$ cat config.mk
export PLATFORM = sky130hd
export DESIGN_NAME = rr_arb_mux
export DESIGN_NICKNAME = d
export VERILOG_FILES = /design/src/rtl/rr_arb_mux.sv
export SDC_FILE = /design/constraint.sdc
export NUM_CORES = 1
export LEC_CHECK = 0
export ABC_CLOCK_PERIOD_IN_PS = 3900
export BUFFER_PORTS_ARGS = -buffer_cell sky130_fd_sc_hd__buf_2
export CORE_AREA = 2 2 131 133
export DETAILED_ROUTE_END_ITERATION = 12
export DIE_AREA = 0 0 133 135
export GPL_ROUTABILITY_DRIVEN = 0
export GPL_TIMING_DRIVEN = 0
export PLACE_DENSITY = 0.61
export SLEW_MARGIN = 40
export SYNTH_ARGS = -nofsm -noshare
export SYNTH_HDL_FRONTEND = slang
export SYNTH_SLANG_ARGS = --single-unit
export TNS_END_PERCENT = 30
$ cat constraint.sdc
create_clock -name clk -period 3.9 [get_ports clk]
set_input_delay 0.39 -clock clk [delete_from_list [all_inputs] [get_ports clk]]
set_output_delay 0.39 -clock clk [all_outputs]
set_load 0.005 [all_outputs]
$ cat src/rtl/rr_arb_mux.sv
// -----------------------------------------------------------------------------
// rr_arb_mux
//   N-input arbitrating multiplexer with one registered output stage.
//   Several valid/ready producers share one downstream consumer. Each cycle at
//   most one producer is granted, either round-robin (RR=1) or fixed priority
//   with the lowest index winning (RR=0). The granted word is captured into
//   the output register together with the index of the channel it came from.
//
// Ports
//   clk        : clock, rising-edge active
//   reset_n    : asynchronous active-low reset
//   in_valid   : [N]        per-channel request valid
//   in_data    : [N*WIDTH]  packed channel data, channel i at [i*WIDTH +: WIDTH]
//   in_ready   : [N]        per-channel accept, one-hot or zero
//   out_valid  : output register holds valid data
//   out_data   : [WIDTH]    registered selected data
//   out_sel    : [SELW]     index of the channel that supplied out_data
//   out_ready  : consumer accepts out_data this cycle
// -----------------------------------------------------------------------------
module rr_arb_mux #(
  parameter int WIDTH = 64,
  parameter int N     = 4,
  parameter int RR    = 1,
  parameter int SELW  = $clog2(N)
) (
  input  logic                 clk,
  input  logic                 reset_n,
  input  logic [N-1:0]         in_valid,
  input  logic [N*WIDTH-1:0]   in_data,
  output logic [N-1:0]         in_ready,
  output logic                 out_valid,
  output logic [WIDTH-1:0]     out_data,
  output logic [SELW-1:0]      out_sel,
  input  logic                 out_ready
);

  // Highest legal channel index; the pointer wraps by comparing against this
  // so a non-power-of-two N never produces an out-of-range index.
  localparam logic [SELW-1:0] LAST_IDX = SELW'(N - 1);

  // Advance a channel index by one with explicit wrap from N-1 to 0.
  function automatic logic [SELW-1:0] next_idx(input logic [SELW-1:0] idx);
    logic [SELW-1:0] nxt;
    if (idx == LAST_IDX) begin
      nxt = '0;
    end else begin
      nxt = idx + SELW'(1);
    end
    return nxt;
  endfunction

  // Round-robin pick: first requester at or above ptr, wrapping.
  // Returns {found, index}.
  function automatic logic [SELW:0] pick_rr(input logic [N-1:0]    req,
                                            input logic [SELW-1:0] ptr);
    logic [SELW-1:0] idx;
    logic [SELW-1:0] sel;
    logic            found;
    idx   = ptr;
    sel   = '0;
    found = 1'b0;
    for (int k = 0; k < N; k++) begin
      if (!found && req[idx]) begin
        found = 1'b1;
        sel   = idx;
      end else begin
        found = found;
      end
      idx = next_idx(idx);
    end
    return {found, sel};
  endfunction

  // Fixed-priority pick: lowest-index requester. Returns {found, index}.
  function automatic logic [SELW:0] pick_low(input logic [N-1:0] req);
    logic [SELW-1:0] sel;
    logic            found;
    sel   = '0;
    found = 1'b0;
    for (int k = 0; k < N; k++) begin
      if (!found && req[k]) begin
        found = 1'b1;
        sel   = SELW'(k);
      end else begin
        found = found;
      end
    end
    return {found, sel};
  endfunction

  logic                r_out_valid;
  logic [WIDTH-1:0]    r_out_data;
  logic [SELW-1:0]     r_out_sel;
  logic [SELW-1:0]     r_ptr;

  logic                w_load;
  logic [SELW:0]       w_pick;
  logic                w_gnt_vld;
  logic [SELW-1:0]     w_gnt_idx;
  logic [WIDTH-1:0]    w_gnt_data;
  logic [N-1:0]        w_in_ready;
  logic                w_xfer;

  // Arbitration, handshake and data select for the current cycle.
  always_comb begin
    w_load     = ~r_out_valid | out_ready;
    w_in_ready = '0;
    w_gnt_data = '0;

    if (RR != 0) begin
      w_pick = pick_rr(in_valid, r_ptr);
    end else begin
      w_pick = pick_low(in_valid);
    end
    w_gnt_vld = w_pick[SELW];
    w_gnt_idx = w_pick[SELW-1:0];

    // Data select depends only on the grant index, so in_data never reaches
    // in_ready combinationally.
    for (int i = 0; i < N; i++) begin
      if (w_gnt_idx == SELW'(i)) begin
        w_gnt_data = in_data[i*WIDTH +: WIDTH];
      end else begin
        w_gnt_data = w_gnt_data;
      end
    end

    // Gated by reset_n so no producer sees an accept while the block is held
    // in reset.
    if (reset_n && w_load && w_gnt_vld) begin
      w_in_ready[w_gnt_idx] = 1'b1;
    end else begin
      w_in_ready = '0;
    end

    w_xfer = |w_in_ready;
  end

  assign in_ready = w_in_ready;

  // Output register and round-robin pointer.
  always_ff @(posedge clk or negedge reset_n) begin
    if (!reset_n) begin
      r_out_valid <= 1'b0;
      r_out_data  <= '0;
      r_out_sel   <= '0;
      r_ptr       <= '0;
    end else begin
      if (w_xfer) begin
        // Load (possibly replacing a word being drained in the same cycle).
        r_out_valid <= 1'b1;
        r_out_data  <= w_gnt_data;
        r_out_sel   <= w_gnt_idx;
        if (RR != 0) begin
          r_ptr <= next_idx(w_gnt_idx);
        end else begin
          r_ptr <= '0;
        end
      end else if (out_ready) begin
        // Drain without refill; data and index keep their last values.
        r_out_valid <= 1'b0;
      end else begin
        r_out_valid <= r_out_valid;
      end
    end
  end

  assign out_valid = r_out_valid;
  assign out_data  = r_out_data;
  assign out_sel   = r_out_sel;

endmodule

==> results of run 1 <==
-- cells in the final DEF, fill, tap and decap left out, types with 3 or more instances in the layout --
cell | netlist | routed
inv_1 | 7 | 7
nor2b_1 | 64 | 64
ha_1 | 5 | 3
mux2_1 | 8 | 8
a21oi_1 | 4 | 4
buf_2 | 7 | 344
o31ai_1 | 63 | 63
clkinv_2 | 0 | 3
buf_4 | 0 | 6
clkbuf_2 | 0 | 9
o21ai_0 | 5 | 4
dfrtp_1 | 69 | 67
nand2_1 | 66 | 66
buf_6 | 2 | 3
nor2_1 | 4 | 4
a221oi_2 | 0 | 4
a221oi_1 | 63 | 59
mux2_2 | 60 | 60
clkbuf_16 | 0 | 9
clkbuf_4 | 0 | 5
and2_1 | 4 | 4
clkbuf_1 | 39 | 20
-- repair_timing --
| item | in CTS | in global routing |
|---|---|---|
| hold buffers | 1 | 0 |
| pin swaps | 1 | 0 |
| gates resized for setup | 20 | 31 |
| setup buffers | 2 | 3 |
| endpoints found under the hold margin | 25 | 0 |
| setup endpoints to repair | 70 | 67 |
-- sequential cells by signal (all words and copies together) (netlist names) --
signal	cells
out_sel	2
out_data	64
out_valid	1
r_ptr	2
-- report_power, final --
| part | total (mW) | switching, mW | internal (mW) | leakage (nW) |
|---|---|---|---|---|
| registers | 1.29 | 0.174 | 1.11 | 0.853 |
| logic | 6.23 | 3.34 | 2.90 | 2.46 |
| clock network | 0.802 | 0.314 | 0.488 | 0.138 |
-- cell families (layout without fill, tap and decap cells) --
group / after synthesis / in the layout
muxes: 71 / 71
buffers and inverters: 58 / 411
and+or+nand+nor: 151 / 151
adders and majority gates: 7 / 7
DFF: 69 / 69
AOI/OAI and AO/OA: 147 / 147
-- routing by layer --
layer / part of all wire, % / vias up / wire [µm]
li1: - / 2619 / -
met1: 41 / 2569 / 7840
met2: 51 / 246 / 9690
met3: 6.7 / 27 / 1290
met4: 1.9 / 0 / 357
met5: 0 / - / 0
-- area by class of cell --
type                            count  area, µm²  area share (%)
Multi-Input combinational cell    376       2890            40.2
Clock inverter                      5       52.6           0.730
Tap cell                          220        275            3.82
Sequential cell                    69       1730            24.0
Inverter                            7       26.3           0.365
Timing Repair Buffer              339       1740            24.2
Buffer                             50        253            3.51
Clock buffer                       10        229            3.18
-- through the flow --
step           setup slack [ps]  cells  TNS (ps)  hold slack [ps]
2_1_floorplan               631    503         0             94.4
3_3_place_gp               -490   1055    -14760              463
3_5_place_dp               -496   1056    -15450              270
4_1_cts                   -52.3   1073     -68.6              229
5_1_grt                   -1.62   1076     -1.62              244
6_report                    165   1076         0              245
-- worst max-delay path by stage --
stage / end / cells after the start / start
final: in_ready[1] / 10 / r_ptr[0]
after global routing: in_ready[1] / 10 / r_ptr[0]
after CTS: in_ready[3] / 11 / r_ptr[1]
after detailed placement: out_data[57] / 12 / r_ptr[1]
after global placement: out_data[57] / 12 / r_ptr[0]
after floorplan: out_data[48] / 12 / r_ptr[1]
==> results.json, run 1 <==
{
  "dieArea_um2": 18000,
  "cp_max_fo": 10,
  "synth_compound_area_share_pct": 24.3,
  "synth_top_family_by_area": "compound AO/OA/AOI/OAI gates",
  "outcome": "completed",
  "postRouteAntennaNets": 0,
  "rrSetupSlack_ps": 260,
  "dpl_cell_area_um2": 6790,
  "overflow": 0,
  "synthCells": 503,
  "synthMuxAreaShare_pct": 16.8,
  "antenna_found_initial": 0,
  "reg2reg_depth": 11,
  "synth_area_leaders": "dfrtp_1 36%, mux2_2 14%, a221oi_1 11%",
  "syn2layout_area_growth_pct": 49.4,
  "worstHoldStart": "out_ready",
  "die_w_um": 133,
  "grt.met3_usage_pct": 4.50,
  "ys_ff_latch": 69,
  "fin_crit_sh_pct": 95.8,
  "core_um2": 16400,
  "use_met2_pct": 37.4,
  "whs_path_depth": 2,
  "gr-max-usage-layer": "met2",
  "timing.rr.end": "out_data[23]",
  "drt_wl_total_um": 19200,
  "avgSynthCellArea_um2": 9.59,
  "fmax_ghz": 0.268,
  "yosys.cell_types.count": 40,
  "syn-num-nets": 771,
  "min_to": "out_valid",
  "start_util_pct": 29.4,
  "start_kind": "flip-flop",
  "cts-root-buf": "clkbuf_16",
  "ys_warn_count": 0,
  "irDropWorstVdd_uv": 525,
  "post-route-util_pct": 43.9,
  "yosysTopAreaCellShare_pct": 35.8,
  "synthArstFlopShare_pct": 100,
  "grt_pass1_vias": 5386,
  "htree_levels": 3,
  "min_period_ps": 3730,
  "nFillCells": 1623,
  "synth_flop_cell": "dfrtp_1",
  "crit_required_ps": 3510,
  "drive_above_1_share_pct": 52.9,
  "row_count": 47,
  "drtIter0Drc": 352,
  "globalRouteMet1Util_pct": 24.7,
  "worstMarginPinSlew_ps": 616,
  "clock_sinks": 69,
  "port_buffers": 332,
  "post_drt_wl_per_cell_um": 17.8,
  "cap_violations": 0,
  "numCtsBuffers": 9,
  "cellPowerDensity_nw_per_um2": 1160,
  "synth-xor-area-share_pct": 0,
  "netlist_top_cells_count": "69 x dfrtp_1, 66 x nand2_1, 64 x nor2b_1",
  "hold_violations": 0,
  "rr_startpoint": "r_ptr[0]",
  "stdcell_area_um2": 7200,
  "hold_class": "in -> reg",
  "avgViaCountPerCell": 5.08,
  "p_total_mw": 8.32,
  "final_nets": 1120,
  "slew_viol_final": 0,
  "grtUsageTotal_pct": 20.8,
  "chipHeight_um": 135,
  "crit_chain": "ha_4 -> or3b_1 -> o22a_1 -> or4_1 -> o211ai_1 -> ha_2 -> clkbuf_4 -> buf_2 -> and2_1 -> buf_2",
  "synth_edf_count": 0,
  "worst_clock_skew_ps": 5.71,
  "finalSetupViolCount": 0,
  "synth_area_um2": 4820,
  "clock_latency_ps": 340,
  "synthSimpleGateAreaFrac_pct": 16.4,
  "cts_tree": "done",
  "path_class": "reg -> out",
  "synthAdderAreaFrac_pct": 1.71,
  "vias": 5461,
  "end_kind": "output port",
  "grt_pass1_wl_um": 28900,
  "crit_path_max_incr_delay_ps": 450,
  "yosys.area.top_type": "dfrtp_1",
  "n_antenna_cell": 0,
  "ys_seq_area_share_pct": 35.8,
  "worst_ep_arrival_time_ps": 3340,
  "dp_hpwl_um": 15300,
  "grt_max_degree": 46,
  "cp_num_buf_inv": 3,
  "firstDrtPassIters": 4,
  "cp_common_cell": "buf_2",
  "io_pins": 334,
  "cts_max_path_buffers": 2,
  "synth.most_common_cell": "dfrtp_1",
  "p_leak_nw": 3.45,
  "cp_slowest_cell": "dfrtp_2",
  "relSlewSlack_pct": 58.9,
  "crit_family": "simple AND/OR/NAND/NOR gates",
  "remaining_drc_errors": 0,
  "cts.reportedPaths.clkPinSlew_ps": 60
}
Note: power is estimated with default switching activity, not from simulation.
==> run 2: changes to the inputs <==
- CORE_AREA: 2 2 131 133 -> 2 2 130 132
- CTS_BUF_LIST: default -> sky130_fd_sc_hd__clkbuf_8
- CTS_CLUSTER_SIZE: default -> 14
- DIE_AREA: 0 0 133 135 -> 0 0 132 134
- PLACE_DENSITY: 0.61 -> 0.62
==> run 2 against run 1 <==
Die area shrank 1.5%. Via count decreased by 0.73%. Sequential share of layout area increased by 0.43 points. Clock power is 34% lower. Critical path depth up 2. Final cell count increased by 0.19%. Hold slack got worse by 18 ps. Global-route usage is 0.81 points higher. Non-clock buffer count rose by 1. Largest cell class unchanged. First-iteration DRC count decreased by 14%. Power decreased by 4.0%.
==> results.json, run 2 (synthesis results as in run 1) <==
{
  "outcome": "completed",
  "die_w_um": 132,
  "cp_max_fo": 10,
  "p_leak_nw": 3.41,
  "io_pins": 334,
  "clock_latency_ps": 360,
  "hold_class": "in -> reg",
  "seqPwrFrac_pct": 16.1,
  "setup_slack_ps": 172,
  "worst_ep_arrival_time_ps": 3340,
  "antenna_found_initial": 0,
  "crit_chain": "ha_4 -> or3b_4 -> o22a_1 -> or4_1 -> o211ai_1 -> buf_4 -> inv_1 -> ha_1 -> buf_4 -> buf_4 -> and2_1 -> buf_2",
  "postRouteAntennaNets": 0,
  "cts_tree": "done",
  "cp_num_buf_inv": 5,
  "row_count": 47,
  "post_drt_wl_per_cell_um": 17.8,
  "cap_violations": 0,
  "rrSetupSlack_ps": 210,
  "final_cell_mix": "346 x buf_2, 67 x dfrtp_1, 66 x nand2_1",
  "htree_levels": 3,
  "cts-root-buf": "clkbuf_8",
  "worst_clock_skew_ps": 5.36,
  "layout_commonest_cell": "buf_2",
  "dieArea_um2": 17700,
  "irDropWorstVdd_uv": 693,
  "grt_pass1_vias": 5580,
  "min_period_ps": 3730,
  "chipHeight_um": 134,
  "p_total_mw": 7.99,
  "rr_startpoint": "r_ptr[0]",
  "largest_register_ffs": 64,
  "firstDrtPassIters": 4,
  "avgViaCountPerCell": 5.03,
  "finalSetupViolCount": 0,
  "vias": 5421,
  "crit_required_ps": 3510,
  "dp_hpwl_um": 15400,
  "min_to": "out_valid",
  "worstMarginPinSlew_ps": 572,
  "port_buffers": 332,
  "grtUsageTotal_pct": 21.6,
  "final_nets": 1121,
  "p_switching_mw": 3.73,
  "start_util_pct": 29.6,
  "drt_wl_total_um": 19200,
  "cp_slowest_cell": "dfrtp_2",
  "reg2reg_depth": 13,
  "hold_violations": 0,
  "drive_above_1_share_pct": 52.2,
  "whs_path_depth": 2,
  "n_antenna_cell": 0,
  "end_kind": "output port",
  "swShare_pct": 46.7,
  "overflow": 0,
  "grt_pass1_wl_um": 29600,
  "start_kind": "flip-flop",
  "relSlewSlack_pct": 61.9,
  "crit_family": "simple AND/OR/NAND/NOR gates",
  "crit_path_max_incr_delay_ps": 460,
  "final.setup.tns_ps": 0,
  "fmax_ghz": 0.268,
  "post-route-util_pct": 43.4,
  "slew_viol_final": 0,
  "timing.critical_path.from": "r_ptr[0]",
  "place_ws_ps": -473,
  "cts.reportedPaths.clkPinSlew_ps": 70,
  "core_um2": 16300,
  "cp_common_cell": "buf_4",
  "clockPowerShare_pct": 6.6,
  "clock_sinks": 69,
  "power.share.combinational_pct": 77.3,
  "cellPowerDensity_nw_per_um2": 1130,
  "numCtsBuffers": 9,
  "cts_max_path_buffers": 2,
  "grt_max_degree": 44,
  "worstHoldStart": "out_ready",
  "remaining_drc_errors": 0,
  "p_int_mw": 4.26,
  "fin_crit_sh_pct": 95.6,
  "syn2layout_area_growth_pct": 46.7,
  "whs_ps": 227,
  "timing.rr.end": "out_data[37]",
  "drtIter0Drc": 304,
  "path_class": "reg -> out"
}
run 2: cell count changes in the layout (fill, tap and decap cells not counted), sizes merged:
cell | previous run | this run
buf | 355 | 359
inv | 7 | 11
clkbuf | 43 | 41
clkinv | 3 | 1
bufinv | 1 | 0
clkinvlp | 1 | 0
run 2: through the flow:
step / instance area, µm² / cells
after floorplan: 4820 / 503
after global placement: 6760 / 1055
after detailed placement: 6790 / 1056
after CTS: 7020 / 1075
after global routing: 7080 / 1078
final: 7080 / 1078
run 2: worst max-delay path by stage:
stage / to / depth (start not counted)
6_report: in_ready[3] / 12
5_1_grt: in_ready[3] / 12
4_1_cts: in_ready[3] / 12
3_5_place_dp: out_data[60] / 12
3_3_place_gp: out_data[60] / 12
2_1_floorplan: out_data[48] / 12
run 2: per-layer routing:
| metal | track usage, % | part of all wire [%] | vias up |
|---|---|---|---|
| met3 | 5.86 | 7.4 | 17 |
| met5 | 0 | 0 | - |
| met4 | 5.13 | 1.1 | 0 |
| met1 | 25.0 | 41 | 2569 |
| li1 | - | - | 2608 |
| met2 | 39.5 | 51 | 227 |
run 2: worst register-to-register path, stage by stage (launching register included):
cell and delay, ps:
dfrtp_2 460, ha_4 210, or3b_4 410, o22a_1 200, or4_1 400, o211ai_1 200, buf_4 180, ha_1 210
nor2b_1 140, buf_2 270, buf_2 280, a221oi_1 110, o31ai_1 350, mux2_2 220
run 2: cell type report:
class	instances	area, µm²
Fill cell	1728	9210
Multi-Input combinational cell	376	2880
Timing Repair Buffer	340	1750
Sequential cell	69	1730
Tap cell	220	275
Buffer	50	245
Clock buffer	11	151
Inverter	7	26.3
Clock inverter	5	20.0
run 2: repair_timing:
item	CTS	global route
buffers inserted	3	3
setup endpoints to repair	70	66
endpoints found under the hold margin	27	0
gates cloned	0	0
gates resized for setup	15	33
hold buffers	1	0
run 2: power groups by stage:
stage / sequential (mW) / combinational, mW / clock, mW
3_3_place_gp: 1.28 / 6.01 / 0
3_5_place_dp: 1.29 / 6.07 / 0
6_report: 1.29 / 6.17 / 0.527
5_1_grt: 1.33 / 6.89 / 0.586
2_1_floorplan: 1.32 / 4.12 / 0
4_1_cts: 1.29 / 6.16 / 0.549
==> run 3: changes to the inputs <==
- ABC_AREA: default -> 1
- CORE_AREA: 2 2 130 132 -> 2 2 128 130
- DIE_AREA: 0 0 132 134 -> 0 0 130 132
- PLACE_DENSITY: 0.62 -> 0.65
==> run 3 against run 2 <==
Non-clock buffer count up 16. Final area increased by 4.3%. Via count increased by 26%. Clock-buffer cell count fell by 1. Synthesized cell count rose by 61%. Worst setup slack gained 120 ps. Sequential cell count is the same. Utilization up 3.5 points. Register-to-register slack gained 150 ps. Largest cell class unchanged.
==> results.json, run 3 <==
{
  "outcome": "completed",
  "multi_input_area_um2": 2990,
  "synth_flop_cell": "dfrtp_1",
  "rr_startpoint": "r_ptr[0]",
  "cp_num_buf_inv": 5,
  "rsz0062_at_grt": "no",
  "netlist_top_cells_count": "294 x nand2_1, 141 x nand3_1, 129 x o21ai_0",
  "timing.critical_path.from": "r_ptr[0]",
  "cp.depth": 15,
  "yosys.cell_types.count": 24,
  "overflow": 0,
  "place_inst": 1362,
  "antenna_found_initial": 1,
  "core_um2": 15700,
  "whs_ps": 303,
  "reg2reg_depth": 20,
  "hold_violations": 0,
  "end_kind": "output port",
  "grt.met3_usage_pct": 4.63,
  "synth.most_common_cell": "nand2_1",
  "ys_warn_count": 0,
  "final_cells": 1381,
  "finalSetupViolCount": 0,
  "synthArstFlopShare_pct": 100,
  "grt_pass1_wl_um": 32900,
  "gr-max-usage-layer": "met2",
  "synthMuxAreaShare_pct": 0,
  "use_met2_pct": 43.1,
  "largest_register_ffs": 64,
  "cts-root-buf": "clkbuf_8",
  "htree_levels": 3,
  "place_ws_ps": -160,
  "dpl_cell_area_um2": 7050,
  "clock_sinks": 69,
  "postRouteAntennaNets": 0,
  "cts.reportedPaths.clkPinSlew_ps": 80,
  "syn-num-nets": 1080,
  "numCtsBuffers": 9,
  "dp_hpwl_um": 17300,
  "port_buffers": 333,
  "synth_area_leaders": "dfrtp_1 34%, nand2_1 22%, nand3_1 14%",
  "worstMarginPinSlew_ps": 563,
  "setup_slack_ps": 297,
  "yosysTopAreaCellShare_pct": 34.0,
  "grt_max_degree": 37,
  "synth_compound_area_share_pct": 20.0,
  "cts_max_path_buffers": 2,
  "io_pins": 334,
  "ys_ff_latch": 69,
  "synth_edf_count": 0,
  "ys_seq_area_share_pct": 34.0,
  "synth-xor-area-share_pct": 0,
  "path_class": "reg -> out",
  "cts_tree": "done",
  "crit_path_max_incr_delay_ps": 480,
  "final_nets": 1427,
  "remaining_drc_errors": 0,
  "vias": 6818,
  "stdcell_area_um2": 7380,
  "grtUsageTotal_pct": 24.6,
  "fmax_ghz": 0.278,
  "rrSetupSlack_ps": 360,
  "start_util_pct": 32.3,
  "cap_violations": 0,
  "avgViaCountPerCell": 4.94,
  "start_kind": "flip-flop",
  "crit_family": "buffers and inverters",
  "grt_pass1_vias": 6475,
  "fin_crit_sh_pct": 92.4,
  "drive_above_1_share_pct": 34.4,
  "worst_ep_arrival_time_ps": 3210,
  "hold_class": "in -> reg",
  "final_cell_mix": "342 x buf_2, 294 x nand2_1, 141 x nand3_1",
  "post_drt_wl_per_cell_um": 15.8,
  "yosys.area.top_type": "dfrtp_1",
  "crit_chain": "ha_2 -> inv_2 -> nand2_1 -> nand2_1 -> nor2_1 -> nor2_2 -> nand3_1 -> nand3_1 -> nand2_1 -> ha_1 -> clkbuf_2 -> clkbuf_2 -> inv_1 -> nor2_1 -> buf_2",
  "synthAdderAreaFrac_pct": 1.23,
  "dieArea_um2": 17200,
  "firstDrtPassIters": 7,
  "seq_area_um2": 1730,
  "slew_viol_final": 0,
  "layout_commonest_cell": "buf_2",
  "cp_slowest_cell": "dfrtp_2",
  "synth_top_family_by_area": "simple AND/OR/NAND/NOR gates",
  "syn2layout_area_growth_pct": 45.2,
  "crit_required_ps": 3510,
  "worst_clock_skew_ps": 8.31,
  "die_w_um": 130,
  "clock_latency_ps": 370,
  "crit_path_end": "in_ready[0]",
  "min_period_ps": 3600,
  "drtIter0Drc": 387,
  "synthCells": 812,
  "chipHeight_um": 132,
  "cp_max_fo": 10,
  "avgSynthCellArea_um2": 6.26,
  "drt_wl_total_um": 21800,
  "synthSimpleGateAreaFrac_pct": 37.3,
  "nFillCells": 1720,
  "row_count": 46,
  "relSlewSlack_pct": 62.5,
  "timing.rr.end": "out_data[9]",
  "synth_area_um2": 5080,
  "cp_common_cell": "nand2_1",
  "globalRouteMet1Util_pct": 29.2
}
==> run 3: changes by cell type in the layout (fill, tap and decap cells not counted), moves of 62 or more <==
cell and delta:
o31ai_1 -63, o21ai_0 +125, nand3_1 +141, nand2_1 +228, nor2b_1 -64, a221oi_1 -62
==> run 3: cell type report <==
type                    instances  share of cell area [%]
diodes                          1                  0.0339
plain buffers                  69                    4.46
clock buffers                  10                    1.87
clock inverters                 6                    1.81
inverters                      19                    1.02
multi-input cells             654                    40.5
flip-flops and latches         69                    23.4
well taps                     216                    3.66
repair buffers                337                    23.3
==> run 3: worst min-delay path: cells and delay by family <==
family	cells	cell delay (ps)
AND/OR/NAND/NOR	2	120
buffers and inverters	2	120
==> run 3: how the worst min path moves through the flow <==
stage	from	end	slack, ps	cells after the start
5_1_grt	in_data[237]	out_data[45]	330	5
4_1_cts	out_ready	out_valid	290	4
2_1_floorplan	reset_n	out_data[0]	90	0
6_report	out_ready	out_valid	300	4
3_5_place_dp	reset_n	out_data[49]	310	1
3_3_place_gp	out_data[44]	out_data[44]	490	2
==> run 3: cells by family (layout without fill, tap and decap cells) <==
kind of cell	Yosys count	count (layout)
AND/OR/NAND/NOR	450	450
AO/OA/AOI/OAI	199	199
buffers and inverters	89	441
flip-flops	69	69
adder cells (fa/ha/maj)	5	5
other	0	1
==> run 3: per-layer routing <==
metal  share of wire, %  wire length, µm  up-vias
li1                   -                -     3413
met2                 49            10600      313
met3                7.0             1530       42
met4                3.1              675        0
met1                 41             9010     3050
met5                  0                0        -
==> run 3: metrics by stage <==
step	setup TNS, ps	util [%]
3_3_place_gp	-698	44.7
3_5_place_dp	-498	44.8
2_1_floorplan	0	-
4_1_cts	0	46.7
6_report	0	47.0
5_1_grt	0	47.0
==> run 3: timing repair <==
item / in CTS / in global routing
endpoints found under the setup margin: 30 / 68
resized for setup: 6 / 24
hold endpoints to repair: 34 / 0
buffers inserted: 0 / 2
hold buffers: 1 / 0
Power of run 3 is not shown: default switching activity piles up to over one toggle a cycle in this logic, so the estimate is an artifact.
